--- src/rtl/nl2_cln_wrr_arbiter.sv ---
// Weighted round-robin arbiter with packet locking for the CLN NoC ports.
// Selection is combinational (zero-cycle req_valid -> out_valid); the state
// registers hold the round-robin pivot, the current owner, its remaining
// packet credit and the in-packet lock flag.
module nl2_cln_wrr_arbiter #(
  parameter int unsigned NUM_REQ = 4,
  parameter int unsigned IDX_W   = $clog2(NUM_REQ),
  parameter int unsigned WGT_W   = 4
) (
  input  logic                     clk,
  input  logic                     rst_a,
  input  logic [NUM_REQ-1:0]       req_valid,
  input  logic [NUM_REQ-1:0]       req_last,
  output logic [NUM_REQ-1:0]       req_ready,
  input  logic [NUM_REQ*WGT_W-1:0] weight,
  output logic                     out_valid,
  input  logic                     out_ready,
  output logic [NUM_REQ-1:0]       gnt_onehot,
  output logic [IDX_W-1:0]         gnt_idx,
  output logic                     gnt_last,
  output logic                     locked
);

  logic [IDX_W-1:0] pivot_q, pivot_d;
  logic [IDX_W-1:0] owner_q, owner_d;
  logic [WGT_W-1:0] credit_q, credit_d;
  logic             lock_q, lock_d;

  logic             hi_found, lo_found;
  logic [IDX_W-1:0] hi_idx, lo_idx, rr_idx;
  logic [IDX_W-1:0] cand;
  logic             sel_valid;
  logic [WGT_W-1:0] wsel, reload, newcredit;
  logic             xfer;

  // Circular priority search starting just above the pivot.
  always_comb begin
    hi_found = 1'b0;
    lo_found = 1'b0;
    hi_idx   = '0;
    lo_idx   = '0;
    for (int i = 0; i < int'(NUM_REQ); i++) begin
      if (req_valid[i]) begin
        if (IDX_W'(i) > pivot_q) begin
          if (!hi_found) begin
            hi_found = 1'b1;
            hi_idx   = IDX_W'(i);
          end
        end else if (!lo_found) begin
          lo_found = 1'b1;
          lo_idx   = IDX_W'(i);
        end
      end
    end
    rr_idx = hi_found ? hi_idx : lo_idx;
  end

  // Candidate choice: locked owner, crediting owner, or round-robin winner.
  always_comb begin
    cand      = rr_idx;
    sel_valid = |req_valid;
    if (lock_q) begin
      cand      = owner_q;
      sel_valid = req_valid[owner_q];
    end else if ((credit_q != '0) && req_valid[owner_q]) begin
      cand = owner_q;
    end
    if (rst_a) begin
      sel_valid = 1'b0;
    end
  end

  // Grant outputs are forced to zero whenever nothing is selected.
  always_comb begin
    out_valid  = sel_valid;
    gnt_idx    = sel_valid ? cand : '0;
    gnt_onehot = sel_valid ? (NUM_REQ'(1) << cand) : '0;
    gnt_last   = sel_valid & req_last[cand];
    req_ready  = gnt_onehot & {NUM_REQ{out_ready}};
    locked     = lock_q;
  end

  // Next-state: lock tracking per beat, credit accounting per packet.
  always_comb begin
    pivot_d  = pivot_q;
    owner_d  = owner_q;
    credit_d = credit_q;
    lock_d   = lock_q;
    xfer     = sel_valid & out_ready;
    wsel     = weight[int'(cand)*int'(WGT_W) +: WGT_W];
    reload   = (wsel == '0) ? '0 : wsel - WGT_W'(1);
    newcredit = ((cand == owner_q) && (credit_q != '0)) ? credit_q - WGT_W'(1) : reload;
    if (xfer) begin
      owner_d = cand;
      if (!gnt_last) begin
        lock_d = 1'b1;
      end else begin
        lock_d   = 1'b0;
        credit_d = newcredit;
        if (newcredit == '0) begin
          pivot_d = cand;
        end
      end
    end
  end

  // State register; reset gives requester 0 top priority.
  always_ff @(posedge clk or posedge rst_a) begin
    if (rst_a) begin
      pivot_q  <= IDX_W'(NUM_REQ - 1);
      owner_q  <= '0;
      credit_q <= '0;
      lock_q   <= 1'b0;
    end else begin
      pivot_q  <= pivot_d;
      owner_q  <= owner_d;
      credit_q <= credit_d;
      lock_q   <= lock_d;
    end
  end

endmodule

--- config.mk ---
export PLATFORM = sky130hd
export DESIGN_NAME = nl2_cln_wrr_arbiter
export DESIGN_NICKNAME = d
export VERILOG_FILES = /design/src/rtl/nl2_cln_wrr_arbiter.sv
export SDC_FILE = /design/constraint.sdc
export NUM_CORES = 1
export LEC_CHECK = 0
export ABC_CLOCK_PERIOD_IN_PS = 4550
export CAP_MARGIN = 40
export CORE_MARGIN = 2
export CORE_UTILIZATION = 43
export CTS_CLUSTER_DIAMETER = 100
export DETAILED_ROUTE_END_ITERATION = 10
export PLACE_DENSITY = 0.79
export SETUP_SLACK_MARGIN = 0.4
export SLEW_MARGIN = 20
export SYNTH_ARGS = -nofsm -noshare
export SYNTH_HDL_FRONTEND = slang
export SYNTH_SLANG_ARGS = --single-unit
--- constraint.sdc ---
create_clock -name clk -period 4.55 [get_ports clk]
set_clock_uncertainty 0.2 [all_clocks]
set_input_delay 0.455 -clock clk [delete_from_list [all_inputs] [get_ports clk]]
set_output_delay 0.455 -clock clk [all_outputs]
set_load 0.005 [all_outputs]
# Yosys cells after proc, flatten, opt, wreduce, memory -nomap -nowiden
# Cells that the tools add are included.
# Widths: inputs -> output; s select.
# word_totals
regBits	9
latch_bits	0
mem_bits_rw	0
rom_bits	0
input_bits	27
output_inout_bits	13
word_cells	72
n_memories	0
# classes
n_addsub	2
multipliers	0
div_mod_pow	0
order_cmp	6
n_eq_ne	1
shift	2
muxes	46
n_bitwise	3
n_reduce_logical	8
# op_table
cell	n
$mux 2	16
$mux 1	25
$shiftx 16x5->4	1
$mux 4	3
$logic_not 4->1	2
$sub 4x1->4 const B	2
$lt 2x3->1 const B	2
$and 4x4->4	1
$bmux 1 s2	2
$gt 1x2->1 const A	2
$gt 2x2->1 const A	2
$reduce_bool 4->1	1
$reduce_or 4->1	1
$shl 1x2->4 const A	1
$reduce_and 3->1	1
$and 1x1->1	2
$eq 2x2->1	1
$logic_and 1x1->1	2
$reduce_and 2->1	1

# Logic depth before layout (Yosys ltp)
# logic_depth
word_depth	21
depth_mapped	12

# Worst setup path before layout
# No wires, ideal clock.
# synth_path
path_kind	reg2reg
from	reg credit_q[0]
to	reg pivot_q[0]
t_arrival_ns	3.203
path_slack_ns	1.062
stages_incl_launch_ff	12
path_buffers	0
synth_period_minus_slack_ns	3.488
cell_sequence	dfrtp_1 > inv_1 > ha_1 > nor4b_2 > a211oi_2 > o32ai_4 > mux2i_1 > mux2i_1 > o311a_1 > or3_4 > nor4_4 > mux2_1
# synth_between
elab_chain_len	10
# synth_lines
item	line_no	source
start, declared	26	logic [WGT_W-1:0] credit_q, credit_d;
start signal, assigned	117	credit_q <= credit_d;
$reduce_bool 4->1	65, 92	
$logic_and 1x1->1	65	end else if ((credit_q != '0) && req_valid[owner_q]) begin
$mux 2	65	
$mux 2	62	if (lock_q) begin
$shiftx 16x5->4	90	wsel = weight[int'(cand)*int'(WGT_W) +: WGT_W];
$sub 4x1->4 or $logic_not 4->1 (tied branches)	91	reload = (wsel == '0) ? '0 : wsel - WGT_W'(1);
$mux 4	91	
$mux 4	92	newcredit = ((cand == owner_q) && (credit_q != '0)) ? credit_q - WGT_W'(1) : reload;
$logic_not 4->1	100	if (newcredit == '0) begin
$reduce_and 3->1 (no line)	n/a	
end signal, assigned	110	pivot_q <= IDX_W'(NUM_REQ - 1);
end signal, assigned	115	pivot_q <= pivot_d;
end, declared	24	logic [IDX_W-1:0] pivot_q, pivot_d;
# Several ways; a longest one is shown, not always the timed one. The select of a mux whose other input is x is not followed.
# A chain may end at the register's enable or synchronous reset.

# Worst setup path after layout
# layout_path
from	in req_valid[0]
to	reg pivot_q[1]
# layout_between
elab_chain_len	19
# layout_lines
item	line_no	source
start, declared	12	input logic [NUM_REQ-1:0] req_valid,
$mux 1	43	if (req_valid[i]) begin
$mux 1, on equally long branches	49, 45	
$mux 1	44	if (IDX_W'(i) > pivot_q) begin
$mux 1	43	
$mux 2, on equally long branches	49, 45	
$mux 2	44	
$mux 2	43	
$mux 2, on equally long branches	49, 45	
[... 3 more ...]	n/a	
$mux 2	65	
$mux 2	62	
$shiftx 16x5->4	90	
$sub 4x1->4 or $logic_not 4->1 (tied branches)	91	
$mux 4	91	
$mux 4	92	
$logic_not 4->1	100	
$reduce_and 3->1 (no line)	n/a	
# Several ways; a longest one is shown, not always the timed one. The select of a mux whose other input is x is not followed.

==> flow_results.xml <==
<?xml version="1.0" encoding="UTF-8"?>
<metrics>
  <group name="final_layout">
    <metric name="finish.net_count" unit="">192</metric>
    <metric name="final.fill_count" unit="">202</metric>
    <metric name="area_of_the_multi_input_gates" unit="µm²">740.7</metric>
    <metric name="drive_above_1_share" unit="">0.1288</metric>
    <metric name="post_layout_nonfiller_instances" unit="">191</metric>
    <metric name="area_growth_syn_to_layout" unit="%">44.65</metric>
    <metric name="utilization" unit="">0.6661</metric>
    <metric name="layout.area.seq" unit="µm²">227.7</metric>
    <metric name="diodes" unit="">0</metric>
  </group>
  <group name="die">
    <metric name="num_rows" unit="">17</metric>
    <metric name="num_io_pins" unit="">40</metric>
    <metric name="start_util" unit="">0.4605</metric>
    <metric name="design.core.area" unit="µm²">2233</metric>
    <metric name="die_x" unit="µm">52.91</metric>
    <metric name="die-height" unit="µm">52.91</metric>
    <metric name="floorplan.die_area" unit="µm²">2799</metric>
  </group>
  <group name="synthesis">
    <metric name="number_of_enable_flip_flop_cells_after_synthesis" unit="">0</metric>
    <metric name="post_synth_instance_area" unit="µm²">1028</metric>
    <metric name="synth.yosys.seq_area_share" unit="">0.2214</metric>
    <metric name="post_synth_num_cell_types" unit="">46</metric>
    <metric name="synth_xor_area_frac" unit="">0.01703</metric>
    <metric name="synthesis.area_per_instance" unit="µm²">8.643</metric>
    <metric name="synth_compound_gate_area_share" unit="">0.2153</metric>
    <metric name="synthesis.nets" unit="">147</metric>
    <metric name="ys.flop_type" unit="">dfrtp_1</metric>
    <metric name="synth-adder-area-share" unit="">0.01217</metric>
    <metric name="synth.mux.area_fraction" unit="">0.2311</metric>
    <metric name="async_reset_ff_frac" unit="">1.000</metric>
    <metric name="yosys_warnings" unit="">0</metric>
    <metric name="largest_family_of_logic_cells_by_synthesized_area" unit="">simple AND/OR/NAND/NOR gates</metric>
    <metric name="synthSimpleGateAreaFrac" unit="">0.2445</metric>
    <metric name="ys_ff_latch" unit="">9</metric>
    <metric name="post_synth_inst_count" unit="">119</metric>
  </group>
  <group name="critical_path">
    <metric name="worstReg2RegEnd" unit="">pivot_q[1]</metric>
    <metric name="timing.critical_path.mode_cell" unit="">mux2i_1</metric>
    <metric name="timing.critical_path.buf_inv" unit="">1</metric>
    <metric name="worstPathCellList" unit="">clkdlybuf4s50_1 -&gt; mux2i_2 -&gt; a211oi_2 -&gt; o32ai_4 -&gt; mux2i_1 -&gt; mux2i_1 -&gt; o311a_1 -&gt; or3_4 -&gt; nor4_4 -&gt; mux2_1</metric>
    <metric name="crit_arrival" unit="ns">3.86</metric>
    <metric name="critical_path_cell_count" unit="">10</metric>
    <metric name="kind_of_end_point_of_the_critical_path" unit="">flip-flop</metric>
    <metric name="crit_slowest_cell" unit="">o32ai_4</metric>
    <metric name="path_delay_family" unit="">multiplexers</metric>
    <metric name="worst-r2r-cell-count" unit="">11</metric>
    <metric name="crit-reg2reg-launch" unit="">credit_q[0]</metric>
    <metric name="cp_data_required_time" unit="ns">4.54</metric>
    <metric name="critical_path.max_stage_delay" unit="ns">0.60</metric>
    <metric name="worst-r2r-setup-slack" unit="ns">0.72</metric>
    <metric name="critPathLaunch" unit="">req_valid[0]</metric>
    <metric name="setup.worst_path.start_class" unit="">input port</metric>
    <metric name="crit_type" unit="">in2reg</metric>
    <metric name="critical_path.max_fanout" unit="">10</metric>
  </group>
  <group name="power_and_ir_drop">
    <metric name="vdd_ir_drop_max" unit="mV">0.3405</metric>
    <metric name="leakagePower" unit="nW">0.6202</metric>
    <metric name="p_sw" unit="mW">0.4297</metric>
    <metric name="netSwitchingFraction" unit="">0.4643</metric>
    <metric name="power_frac_comb" unit="">0.745</metric>
    <metric name="seqPwrFrac" unit="">0.188</metric>
    <metric name="power-per-cell-area" unit="nW/µm²">622.2</metric>
    <metric name="clkPwrFrac" unit="">0.067</metric>
    <metric name="intPower" unit="mW">0.4959</metric>
  </group>
  <group name="sta">
    <metric name="max_freq" unit="GHz">0.2580</metric>
    <metric name="setup_total_negative_slack" unit="ns">0</metric>
    <metric name="final_cycle_share" unit="">0.8518</metric>
    <metric name="setup_repair_after_global_routing_missed_its_margin" unit="">false</metric>
    <metric name="post-route-worst-setup-slack" unit="ns">0.6745</metric>
    <metric name="timing.slew.headroom" unit="">0.5953</metric>
    <metric name="timing_max_transition_violations_final" unit="">0</metric>
    <metric name="final.min_clock_period" unit="ns">3.876</metric>
    <metric name="setup_violations" unit="">0</metric>
    <metric name="tightest_slew" unit="ns">0.6071</metric>
    <metric name="final_hold_vio_count" unit="">0</metric>
  </group>
  <group name="placed_design">
    <metric name="dp.cells" unit="">186</metric>
    <metric name="place_worst_setup_slack" unit="ns">0.3891</metric>
    <metric name="io_buffers" unit="">39</metric>
    <metric name="place.detailed.hpwl" unit="mm">2.194</metric>
    <metric name="gpl.final_weighted_congestion" unit="">0.7394</metric>
  </group>
  <group name="clock_network">
    <metric name="cts_resized" unit="">0</metric>
    <metric name="cts.sinks" unit="">9</metric>
    <metric name="cts_hold_repair.buffers" unit="">0</metric>
    <metric name="postCtsSetupRepairBufs" unit="">0</metric>
    <metric name="clock_tree.buffer_depth" unit="">2</metric>
    <metric name="cts.clk_slew.worst_paths" unit="ns">0.06</metric>
    <metric name="insertion_delay" unit="ns">0.27</metric>
    <metric name="tritoncts.num_buffers" unit="">3</metric>
    <metric name="cts_tree" unit="">yes</metric>
    <metric name="cts-htree-levels" unit="">1</metric>
    <metric name="clock-root-buffer" unit="">clkbuf_4</metric>
  </group>
  <group name="flow_run">
    <metric name="maxCapViolCount" unit="">0</metric>
  </group>
  <group name="run_status">
    <metric name="run_status" unit="">complete, no violations</metric>
  </group>
  <group name="min_path">
    <metric name="worst_hold_path_type" unit="">in2async</metric>
  </group>
  <group name="routing">
    <metric name="drc" unit="">0</metric>
    <metric name="drt_pass1_iterations" unit="">4</metric>
    <metric name="avgViaCountPerCell" unit="">5.518</metric>
    <metric name="wire_per_inst" unit="µm">13.66</metric>
    <metric name="drt-total-wl" unit="mm">2.609</metric>
    <metric name="drt.antenna.violating_nets" unit="">0</metric>
    <metric name="dr.first_iter.drc_count" unit="">16</metric>
    <metric name="num_vias" unit="">1054</metric>
  </group>
  <group name="global_routing">
    <metric name="antenna_found_initial" unit="">0</metric>
    <metric name="first_global_vias" unit="">1038</metric>
    <metric name="grt_first_pass_wirelength" unit="mm">4.360</metric>
    <metric name="globalRoute.totalOverflow" unit="">0</metric>
    <metric name="grt_start_max_net_pins" unit="">11</metric>
    <metric name="gr-usage-all-layers" unit="">0.2128</metric>
  </group>
</metrics>
[cells in the mapped netlist, types with 2 or more instances]
library cell	n	area (µm²)
o21a_1	3	22.52
nand2b_1	4	25.02
nor2b_1	3	18.77
nor3_1	2	10.01
a31oi_1	2	12.51
dfstp_2	2	52.55
mux2_2	3	33.78
nand2_1	8	30.03
o21ai_0	6	30.03
inv_1	10	37.54
mux2i_1	13	130.1
mux2_1	3	33.78
nor2_1	16	60.06
nor4_1	2	12.51
o211ai_1	2	15.01
dfrtp_1	7	175.2
and2_1	2	12.51
a21oi_1	3	15.01
[layout by cell type, fill, tap and decap left out, types with 2 or more instances in the layout]
master	instances
o21ai_0	6
nor2b_1	3
o211ai_1	2
a31oi_1	2
nor4_1	2
inv_1	10
o21a_1	3
nor3_1	2
mux2i_1	13
mux2_2	3
and2_1	2
a21oi_1	3
nand2_1	8
nor2_1	16
nand2b_1	4
dfrtp_1	7
dfstp_2	2
buf_4	4
mux2_1	3
clkbuf_4	3
clkdlybuf4s50_1	39
[flip-flops by register name (all words and copies together) (netlist names)]
register,count
owner_q,2
pivot_q,2
locked,1
credit_q,4
[worst reg2reg max path, stage by stage (launching register included)]
cell	delay [ns]
dfrtp_1	0.39
inv_1	0.08
ha_1	0.19
nor4b_2	0.32
a211oi_2	0.11
o32ai_4	0.60
mux2i_1	0.31
mux2i_1	0.17
o311a_1	0.32
or3_4	0.39
nor4_4	0.31
mux2_1	0.36
[cell type report]
cell class              count  share of cell area
clock buffers               4             0.01766
inverters                  10             0.02523
multi-input cells          97              0.4979
flip-flops and latches      9              0.1531
well taps                  28             0.02355
repair buffers             43              0.2826
[metrics by stage]
step | instance area, µm² | hold slack [ns] | total power [mW]
final | 1488 | 0.2546 | 0.9257
after global routing | 1488 | 0.2780 | 1.006
after CTS | 1480 | 0.2543 | 0.9219
after detailed placement | 1454 | 0.3372 | 0.8563
after global placement | 1454 | 0.3247 | 0.8322
after floorplan | 1028 | 0.08721 | 0.6576
[power groups by stage]
| stage | Clock (mW) | Sequential [mW] | Combinational [mW] |
|---|---|---|---|
| CTS | 0.0644 | 0.173 | 0.684 |
| floorplan | 0 | 0.160 | 0.497 |
| global placement | 0 | 0.172 | 0.660 |
| detailed placement | 0 | 0.175 | 0.682 |
| global route | 0.0682 | 0.181 | 0.757 |
| finish | 0.0617 | 0.174 | 0.690 |
[cell families (layout without fill, tap and decap cells)]
| family | Yosys count | after routing |
|---|---|---|
| and+or+nand+nor | 45 | 45 |
| AOI/OAI and AO/OA | 28 | 28 |
| muxes | 21 | 21 |
| buffers and inverters | 13 | 57 |
| DFF | 9 | 9 |
| xor gates and xnor gates | 2 | 2 |
| adders and majority gates | 1 | 1 |
[layer usage]
layer | wire length [µm] | up-vias | GRT usage
met5 | 0 | - | 0
met4 | 73 | 0 | 0.09402
met3 | 104 | 7 | 0.02825
met2 | 1371 | 35 | 0.4042
met1 | 1060 | 489 | 0.2306
li1 | - | 523 | -
[worst max-delay path by stage]
stage	endpoint	slack, ns
detailed placement	pivot_q[1]	0.39
floorplan	pivot_q[0]	1.06
CTS	gnt_last	0.46
global route	pivot_q[1]	0.51
finish	pivot_q[1]	0.67
global placement	gnt_last	0.53
No activity file was read; power rests on OpenSTA's default activity.
